[src/rtl/uart_cmd_parser.sv]
// uart_cmd_parser
// Turns the UART receive byte stream into queued I2C operation requests.
// Accepted tokens: S (START), P (STOP), R (READ+ACK), N (READ+NAK), and
// two hex digits (WRITE of that byte). Whitespace separates tokens but is
// not required. The block also tracks XON/XOFF to gate the UART transmitter.
// It never back-pressures the receiver: a push into a full queue is dropped
// and reported as an overflow error.
module uart_cmd_parser #(
  parameter int CMD_DEPTH = 4
) (
  input  logic                         clk,
  input  logic                         reset,
  input  logic [7:0]                   rx_data,
  input  logic                         rx_valid,
  input  logic                         rx_frame_err,
  output logic                         tx_enable,
  output logic                         cmd_valid,
  input  logic                         cmd_ready,
  output logic [1:0]                   cmd_op,
  output logic [7:0]                   cmd_data,
  output logic                         cmd_nak,
  output logic [$clog2(CMD_DEPTH):0]   cmd_count,
  output logic                         err_pulse,
  output logic [1:0]                   err_code
);

  localparam int AW = $clog2(CMD_DEPTH);
  localparam logic [AW:0] FULL_CNT = CMD_DEPTH[AW:0];

  localparam logic [1:0] OP_START = 2'd0;
  localparam logic [1:0] OP_STOP  = 2'd1;
  localparam logic [1:0] OP_WRITE = 2'd2;
  localparam logic [1:0] OP_READ  = 2'd3;

  localparam logic [1:0] ERR_CHAR  = 2'd0;
  localparam logic [1:0] ERR_HEX   = 2'd1;
  localparam logic [1:0] ERR_OVF   = 2'd2;
  localparam logic [1:0] ERR_FRAME = 2'd3;

  localparam logic [7:0] CH_XON  = 8'h11;
  localparam logic [7:0] CH_XOFF = 8'h13;
  localparam logic [7:0] CH_CR   = 8'h0d;
  localparam logic [7:0] CH_LF   = 8'h0a;
  localparam logic [7:0] CH_SP   = 8'h20;

  typedef enum logic [1:0] {
    ST_IDLE = 2'd0,
    ST_HEX1 = 2'd1,
    ST_SKIP = 2'd2
  } state_t;

  typedef struct packed {
    logic [1:0] op;
    logic [7:0] data;
    logic       nak;
  } cmd_t;

  state_t      r_state;
  state_t      w_state_nxt;
  logic [3:0]  r_nib;
  logic        r_tx_en;
  logic        r_err_pulse;
  logic [1:0]  r_err_code;

  cmd_t        r_mem [CMD_DEPTH];
  logic [AW-1:0] r_wr_ptr;
  logic [AW-1:0] r_rd_ptr;
  logic [AW:0]   r_count;

  logic        w_byte;
  logic        w_frame;
  logic        w_parse;
  logic        w_is_hex;
  logic [3:0]  w_hex_val;
  logic        w_is_ws;
  logic        w_is_cmd;
  logic        w_push;
  cmd_t        w_push_ent;
  logic        w_perr;
  logic [1:0]  w_perr_code;
  logic        w_full;
  logic        w_pop;
  logic        w_wr;
  logic        w_ovf;
  logic        w_err;
  logic [1:0]  w_err_code;
  cmd_t        w_head;

  // Byte qualification: a framing error hides the byte from flow control and parser.
  assign w_byte  = rx_valid & ~rx_frame_err;
  assign w_frame = rx_valid & rx_frame_err;
  assign w_parse = w_byte & (rx_data != CH_XON) & (rx_data != CH_XOFF);

  // Character classification of the incoming byte.
  always_comb begin
    // NOTE: every always_comb output gets a default first so no path can infer a latch.
    w_is_hex  = 1'b0;
    w_hex_val = rx_data[3:0];
    if (rx_data >= 8'h30 && rx_data <= 8'h39) begin
      w_is_hex = 1'b1;
    end else if ((rx_data >= 8'h41 && rx_data <= 8'h46) ||
                 (rx_data >= 8'h61 && rx_data <= 8'h66)) begin
      // 'A'/'a' have low nibble 1, so adding 9 yields 10..15.
      w_is_hex  = 1'b1;
      w_hex_val = rx_data[3:0] + 4'd9;
    end
  end

  assign w_is_ws  = (rx_data == CH_SP) | (rx_data == CH_CR) | (rx_data == CH_LF);
  assign w_is_cmd = (rx_data == 8'h53) | (rx_data == 8'h50) |
                    (rx_data == 8'h52) | (rx_data == 8'h4e);

  // Parser state register.
  always_ff @(posedge clk or negedge reset) begin
    // NOTE: sequential state uses non-blocking assignments so every flop samples pre-edge values.
    if (!reset) r_state <= ST_IDLE;
    else        r_state <= w_state_nxt;
  end

  // Parser next-state: one transition per qualified, non-flow-control byte.
  always_comb begin
    w_state_nxt = r_state;
    if (w_frame) begin
      w_state_nxt = ST_SKIP;
    end else if (w_parse) begin
      case (r_state)
        ST_IDLE: begin
          if (w_is_hex)                 w_state_nxt = ST_HEX1;
          else if (w_is_cmd || w_is_ws) w_state_nxt = ST_IDLE;
          else                          w_state_nxt = ST_SKIP;
        end
        ST_HEX1: begin
          if (w_is_hex || w_is_ws) w_state_nxt = ST_IDLE;
          else                     w_state_nxt = ST_SKIP;
        end
        ST_SKIP: begin
          if (rx_data == CH_CR) w_state_nxt = ST_IDLE;
        end
        default: w_state_nxt = ST_IDLE;
      endcase
    end
  end

  // Parser outputs: queue push request and parse errors for the current byte.
  always_comb begin
    w_push      = 1'b0;
    w_push_ent  = '0;
    w_perr      = 1'b0;
    w_perr_code = ERR_CHAR;
    if (w_parse) begin
      case (r_state)
        ST_IDLE: begin
          if (rx_data == 8'h53) begin
            w_push        = 1'b1;
            w_push_ent.op = OP_START;
          end else if (rx_data == 8'h50) begin
            w_push        = 1'b1;
            w_push_ent.op = OP_STOP;
          end else if (rx_data == 8'h52 || rx_data == 8'h4e) begin
            w_push         = 1'b1;
            w_push_ent.op  = OP_READ;
            w_push_ent.nak = (rx_data == 8'h4e);
          end else if (!w_is_hex && !w_is_ws) begin
            w_perr      = 1'b1;
            w_perr_code = ERR_CHAR;
          end
        end
        ST_HEX1: begin
          if (w_is_hex) begin
            w_push          = 1'b1;
            w_push_ent.op   = OP_WRITE;
            w_push_ent.data = {r_nib, w_hex_val};
          end else begin
            w_perr      = 1'b1;
            w_perr_code = w_is_ws ? ERR_HEX : ERR_CHAR;
          end
        end
        default: ;
      endcase
    end
  end

  // High-nibble holding register, loaded on the first digit of a hex pair.
  always_ff @(posedge clk or negedge reset) begin
    if (!reset)                                   r_nib <= 4'd0;
    else if (w_parse && r_state == ST_IDLE && w_is_hex) r_nib <= w_hex_val;
  end

  // XON/XOFF tracking: XOFF disables the transmitter, any other good byte re-enables it.
  always_ff @(posedge clk or negedge reset) begin
    if (!reset)      r_tx_en <= 1'b1;
    else if (w_byte) r_tx_en <= (rx_data != CH_XOFF);
  end

  assign w_full = (r_count == FULL_CNT);
  assign w_pop  = cmd_valid & cmd_ready;
  assign w_wr   = w_push & (~w_full | w_pop);
  assign w_ovf  = w_push & w_full & ~w_pop;

  // Command queue storage and pointers.
  always_ff @(posedge clk or negedge reset) begin
    if (!reset) begin
      // NOTE: storage is reset because the head drives cmd_* directly and must read zero out of reset.
      for (int i = 0; i < CMD_DEPTH; i++) r_mem[i] <= '0;
      r_wr_ptr <= '0;
      r_rd_ptr <= '0;
    end else begin
      if (w_wr) begin
        r_mem[r_wr_ptr] <= w_push_ent;
        r_wr_ptr        <= r_wr_ptr + 1'b1;
      end
      if (w_pop) r_rd_ptr <= r_rd_ptr + 1'b1;
    end
  end

  // Queue occupancy: a simultaneous push and pop leaves it unchanged.
  always_ff @(posedge clk or negedge reset) begin
    if (!reset) begin
      r_count <= '0;
    end else begin
      case ({w_wr, w_pop})
        2'b10:   r_count <= r_count + 1'b1;
        2'b01:   r_count <= r_count - 1'b1;
        default: r_count <= r_count;
      endcase
    end
  end

  assign w_err      = w_frame | w_perr | w_ovf;
  assign w_err_code = w_frame ? ERR_FRAME : (w_perr ? w_perr_code : ERR_OVF);

  // Error strobe and sticky error code.
  always_ff @(posedge clk or negedge reset) begin
    if (!reset) begin
      r_err_pulse <= 1'b0;
      r_err_code  <= ERR_CHAR;
    end else begin
      r_err_pulse <= w_err;
      if (w_err) r_err_code <= w_err_code;
    end
  end

  assign w_head    = r_mem[r_rd_ptr];
  assign cmd_op    = w_head.op;
  assign cmd_data  = w_head.data;
  assign cmd_nak   = w_head.nak;
  assign cmd_valid = (r_count != '0);
  assign cmd_count = r_count;
  assign tx_enable = r_tx_en;
  assign err_pulse = r_err_pulse;
  assign err_code  = r_err_code;

endmodule

[config.mk]
export PLATFORM = sky130hd
export DESIGN_NAME = uart_cmd_parser
export DESIGN_NICKNAME = d
export VERILOG_FILES = /design/src/rtl/uart_cmd_parser.sv
export SDC_FILE = /design/constraint.sdc
export NUM_CORES = 1
export LEC_CHECK = 0
export ABC_AREA = 0
export BUFFER_PORTS_ARGS = -buffer_cell sky130_fd_sc_hd__buf_2
export CORE_ASPECT_RATIO = 0.7
export CORE_MARGIN = 5
export CORE_UTILIZATION = 56
export CTS_BUF_LIST = sky130_fd_sc_hd__clkbuf_4 sky130_fd_sc_hd__clkbuf_8
export DETAILED_ROUTE_END_ITERATION = 12
export MAX_ROUTING_LAYER = met4
export PLACE_DENSITY = 0.85
export SYNTH_ARGS = -nofsm -noshare
export SYNTH_HDL_FRONTEND = slang
export SYNTH_SLANG_ARGS = --single-unit
export TNS_END_PERCENT = 50
[constraint.sdc]
create_clock -name clk -period 2.6 [get_ports clk]
set_input_delay 0.26 -clock clk [delete_from_list [all_inputs] [get_ports clk]]
set_output_delay 0.26 -clock clk [all_outputs]
set_load 0.02 [all_outputs]
* After elaboration in Yosys (flattened, before gate mapping)
Index checks and enable logic that the tools add are counted.
** Storage, ports and cells
- Word-level logic and storage cells :: 136
- Bits in latches :: 0
- RAM bits :: 0
- Memory bits (read-only) :: 0
- Memories kept :: 0
- Input port bits :: 13
- Register bits after elaboration :: 61
** Cells by class
- Muxes and demuxes :: 48
- Reductions and logical operators :: 18
- Equal/unequal tests :: 15
- Magnitude comparators :: 9
- $mul :: 0
- Shifts and indexed selects :: 0
- Add/sub/neg operators :: 5
- Bitwise logic cells :: 21
- Div/mod/pow operators :: 0
** Operators with widths (count)
- bitwise mux 44 bit :: 1
- 2-to-1 mux 11 bit :: 4
- equality test 8 x 7 -> 1 bit (second input constant) :: 4
- binary-select mux 11 bit (select 2 bit) :: 1
- demux 11 bit (select 2 bit) :: 1
- 2-to-1 mux 2 bit :: 11
- 2-to-1 mux 1 bit :: 21
- equality test 8 x 4 -> 1 bit (second input constant) :: 2
- >= comparator 8 x 7 -> 1 bit (second input constant) :: 2
- <= comparator 8 x 7 -> 1 bit (second input constant) :: 2
- inequality test 8 x 5 -> 1 bit (second input constant) :: 2
- 2-to-1 mux 10 bit :: 1
- AND 1 bit :: 8
- equality test 8 x 6 -> 1 bit (second input constant) :: 1
- >= comparator 8 x 6 -> 1 bit (second input constant) :: 1
- <= comparator 8 x 6 -> 1 bit (second input constant) :: 1
- 2-to-1 mux 4 bit :: 2
- 2-to-1 mux 8 bit :: 1
- OR 1 bit :: 8
- logical AND 1 bit :: 7
- >= comparator 3 bit (second input constant) :: 2
- inverter 2 -> 3 bit :: 2
- one-hot mux 2 bit (3 select lines) :: 1
- one-hot mux 3 bit (2 select lines) :: 1
- other kinds (18) :: 29

* Depth between registers and ports, before layout
- Depth after elaboration :: 15
- Mapped depth :: 14
- Mapped depth without buffers :: 13

* Least setup slack after synthesis
No wires, ideal clock.
- Kind :: input-to-reg
- Start :: in rx_data[3]
- End :: reg r_count[2], in the netlist cmd_count[2]
- Cell stages on the path :: 14
- Data arrival time :: 2.654 ns
- Setup slack :: -0.133 ns
- Setup time :: 0.080 ns
- Required time :: 2.520 ns
- Path buffers :: 3
- Path through :: buf_6 -> or4b_4 -> buf_6 -> o311a_1 -> buf_6 -> nand2_1 -> a21oi_1 -> inv_1 -> ha_1 -> inv_1 -> fa_1 -> xor2_1 -> nor2_1 -> xor2_1
** Between the ends
- Longest elaborated chain between the ends :: 11
- Elaborated cells between the ends (all ways) :: 32
** RTL lines
- from (decl) :: line 13 : input logic [7:0] rx_data,
- >= comparator 8 x 7 -> 1 bit (tied with other cells) :: line 101 : end else if ((rx_data >= 8'h41 && rx_data <= 8'h46) ||
- logical AND 1 bit, on equally long branches :: line 101, 102
- logical OR 1 bit :: line 101
- 2-to-1 mux 1 bit :: line 101
- 2-to-1 mux 1 bit :: line 99 : if (rx_data >= 8'h30 && rx_data <= 8'h39) begin
- 2-to-1 mux 1 bit :: line 169 : if (w_is_hex) begin
- one-hot mux 1 bit (2 select lines) :: line 151 : case (r_state)
- 2-to-1 mux 1 bit (*) :: line 150 : if (w_parse) begin
- AND 1 bit (*) :: line 197 : assign w_wr = w_push & (~w_full | w_pop);
- equality test 2 x 1 -> 1 bit or equality test 2 bit (tied branches) :: line 221 : case ({w_wr, w_pop})
- one-hot mux 3 bit (2 select lines) or nonzero test 2 bit (tied branches)
- to (signal assigned) :: line 222 : 2'b10: r_count <= r_count + 1'b1;
- to (signal assigned) :: line 223 : 2'b01: r_count <= r_count - 1'b1;
- to (signal assigned) :: line 224 : default: r_count <= r_count;
- to (decl) :: line 68 : logic [AW:0] r_count;
Every way passes the cells marked *; elsewhere a longest branch is shown, timed or not.
A chain may end at the register's enable or synchronous reset.

* Worst setup path in the final report
- Start :: reg r_count[0], in the netlist cmd_count[0]
- End :: reg r_count[2], in the netlist cmd_count[2]
** Between the ends
- Longest elaborated chain between the ends :: 6
- Elaborated cells between the ends (all ways) :: 12
** RTL lines (line)
- nonzero test 3 bit or equality test 3 bit (tied branches) :: 247, 195
- AND 1 bit or inverter 1 bit (tied branches) :: 196, 197
- OR 1 bit :: 197
- AND 1 bit :: 197
- equality test 2 x 1 -> 1 bit or equality test 2 bit (tied branches) :: 221
- one-hot mux 3 bit (2 select lines) or nonzero test 2 bit (tied branches)
Several ways; a longest one is shown, not always the timed one.

==> summary.txt <==
Status = finished, final reports clean
Drt wl/cell = 18.1 µm
Largest net degree at the start of global routing = 62
Crit path to = cmd_count[2]
Estimated wirelength of the detail-placed design = 5.40 mm
Type of the setup path with the least slack = reg2reg
Die area = 7890 µm²
Die Y = 75.8 µm
Port-buffer cells = 31
Initial core utilization = 0.566
Flop2flop setup slack = 190 ps
Most frequent cells after synthesis = sky130_fd_sc_hd__dfrtp_1, sky130_fd_sc_hd__mux2_4, sky130_fd_sc_hd__nor2_1
End of the worst register-to-register path = cmd_count[2]
Power density of the placed cells = 564 nW/µm²
Total via count after detailed routing = 2342
Share of the synthesized area in the top cell type = 0.433
CP required = 2870 ps
Endpoint class of the critical path = flip-flop
Fin worst setup slack = 187 ps
Flop and latch count out of synthesis = 61
Number of violations reported at the end of detailed-routing iteration 0 = 161
Unrepaired setup endpoints after global routing = false
Count of cells along the worst register-to-register path = 10
Clock tree from TritonCTS = yes
Synth warnings = 0
Setup WS pre-CTS = -45.5 ps
Leakage power total = 1.84 nW
Placed cell areas = 3860 µm²
Fraction of final layout cells with drive strength greater than 1 = 0.432
Total Power = 2.28 mW
Period minus WS final = 2410 ps
Largest voltage drop on the vdd net = 0.515 mV
FP Rows = 24
Pin slew with the least headroom to its limit = 758 ps
Cell type with the largest total area after synthesis = sky130_fd_sc_hd__dfrtp_1
Nature of the critical path startpoint = flip-flop
Routed vias/inst = 5.70
Global-route wire length before repair = 12.2 mm
Tightest Hold Check Type = in2async
Main area contributors after synthesis = sky130_fd_sc_hd__dfrtp_1, sky130_fd_sc_hd__mux2_4, sky130_fd_sc_hd__mux4_2
Number of enable-type register cells in the synthesized netlist = 0
Synth cell types = 55
Worst slew margin = 0.495
Final std cell area, no fill = 4040 µm²
Post-CTS Hold Fix Bufs = 0
Hold Vio Cnt, Final = 0
Filler Cells Inserted = 458
Post-cts gate resize count = 0
Number of nets in the final layout = 352
Clock root buffer = sky130_fd_sc_hd__clkbuf_8
Total track usage = 0.207
Crit. Startpoint = cmd_count[0]
Vias in the first global route = 2452
Skew-Pair Late Insertion Delay = 350 ps
GR Overflow Total = 0
Highest Clock Rate = 0.415 GHz
Area Growth Syn to Fin = 16.5%
Cell Count Post-Placement = 395
Wire length after detailed routing = 7.44 mm
Buffers from clock root to sink, at most = 2
Clock slew at reported path FFs = 90 ps
1st-pass router iterations = 4
Htree depth = 3
Fin crit share = 0.928
Most common cell in the synthesized netlist = sky130_fd_sc_hd__dfrtp_1
Final estimated routing congestion in global placement = 0.904
Core region area = 6130 µm²
Netlist Area Pre-Place = 3470 µm²
Initial antenna violation count = 0
Number of standard cells in the final layout excluding fillers = 411
Number of setup buffers added after CTS = 0
Most common flop cell mapped by yosys = sky130_fd_sc_hd__dfrtp_1
Post-synth net total = 298
CTS buffer count = 9
Worst Path Max Fanout = 5
Antenna fix cells = 0
Fraction of the yosys area taken by sequential cells = 0.441
Clock tree skew after final layout = 15.3 ps
Final-report setup violation count = 0
Number of pins exceeding their max-slew limit in the final report = 0
Total clock sinks = 61
Synthesized instance count = 274
Max capacitance violation total = 0
CP Data Arrival Time = 2680 ps
Width of the chip = 104 µm
Mean area per synthesized cell = 12.6 µm²
IO Count = 32
Post-DRT Antenna Nets = 0
Beginning of the worst register-to-register path = cmd_count[0]
Post-route DRC = 0
Synth async-reset ratio = 1.00
-- layout by cell type (no fill, tap or decap), drive strengths merged, types with 2 or more instances in the layout --
master	instances
o311a	2
a21o	2
nor3	3
a211oi	2
mux4	11
xnor2	4
nor4	3
nand2b	3
a21oi	11
or4b	2
nand3	6
o311ai	2
mux2	41
clkbuf	9
inv	20
o211ai	3
and2	2
ha	10
a31oi	2
xor2	3
o21bai	2
clkinvlp	2
dfrtp	60
buf	56
o21ai	8
clkinv	4
nand2	14
nor2	20
mux2i	7
-- final cells by class --
cell class / instances / area [µm²] / share of cell area
multi-input cells: 181 / 1770 / 0.439
inverters: 19 / 71.3 / 0.0177
clock inverters: 7 / 51.3 / 0.0127
repair buffers: 56 / 393 / 0.0973
well taps: 78 / 97.6 / 0.0242
clock buffers: 9 / 124 / 0.0307
flip-flops and latches: 61 / 1530 / 0.378
-- report_power, final --
group / switching [mW] / internal, mW / total [mW]
clock: 0.406 / 0.348 / 0.754
combinational: 0.244 / 0.202 / 0.446
sequential: 0.0827 / 0.994 / 1.08
-- worst min path at each step --
stage           from  depth (start not counted)  slack [ps]            to
4_1_cts        reset                          2          70     r_mem[38]
6_report       reset                          2          50     r_mem[38]
3_3_place_gp   reset                          2         440     r_mem[35]
5_1_grt        reset                          2         130     r_mem[38]
2_1_floorplan  reset                          0         -40  cmd_count[0]
3_5_place_dp   reset                          2         460     r_mem[24]
-- stage by stage --
| stage | hold slack (ps) | TNS (ps) | utilization |
|---|---|---|---|
| CTS | 74.0 | 0 | 0.659 |
| global placement | 442 | 0 | 0.631 |
| finish | 54.7 | 0 | 0.659 |
| floorplan | -35.6 | -69.9 | - |
| detailed placement | 461 | -49.6 | 0.631 |
| global route | 126 | 0 | 0.659 |
-- logic make-up after synthesis --
logic type	Yosys count	share of synthesized area
flip-flops	61	0.441
multiplexers	59	0.264
buffers and inverters	32	0.0505
XOR/XNOR	7	0.0177
AND/OR/NAND/NOR	62	0.0921
adder cells (fa/ha/maj)	11	0.0419
AO/OA/AOI/OAI	42	0.0931
-- worst max-delay path: stages (launching register included) --
cell	delay [ps]
sky130_fd_sc_hd__dfrtp_1	430
sky130_fd_sc_hd__or4b_2	710
sky130_fd_sc_hd__nand2_2	90
sky130_fd_sc_hd__a21oi_2	50
sky130_fd_sc_hd__inv_1	70
sky130_fd_sc_hd__ha_2	180
sky130_fd_sc_hd__inv_1	60
sky130_fd_sc_hd__fa_2	330
sky130_fd_sc_hd__xor2_1	150
sky130_fd_sc_hd__nor2_1	130
sky130_fd_sc_hd__xor2_1	140
-- sequential cells by signal, indices dropped and copies added (netlist names) --
register	count
tx_enable	1
r_nib	4
r_rd_ptr	2
r_state	2
err_pulse	1
cmd_count	3
r_wr_ptr	2
r_mem	44
err_code	2
-- routing by layer --
layer  track usage  routed length, µm  part of all wire
met4        0.0517                 55            0.0074
met1         0.252               3400              0.46
met2         0.350               3620              0.49
met5             -                  0                 0
met3        0.0559                365             0.049
Note: power is estimated with default switching activity, not from simulation.
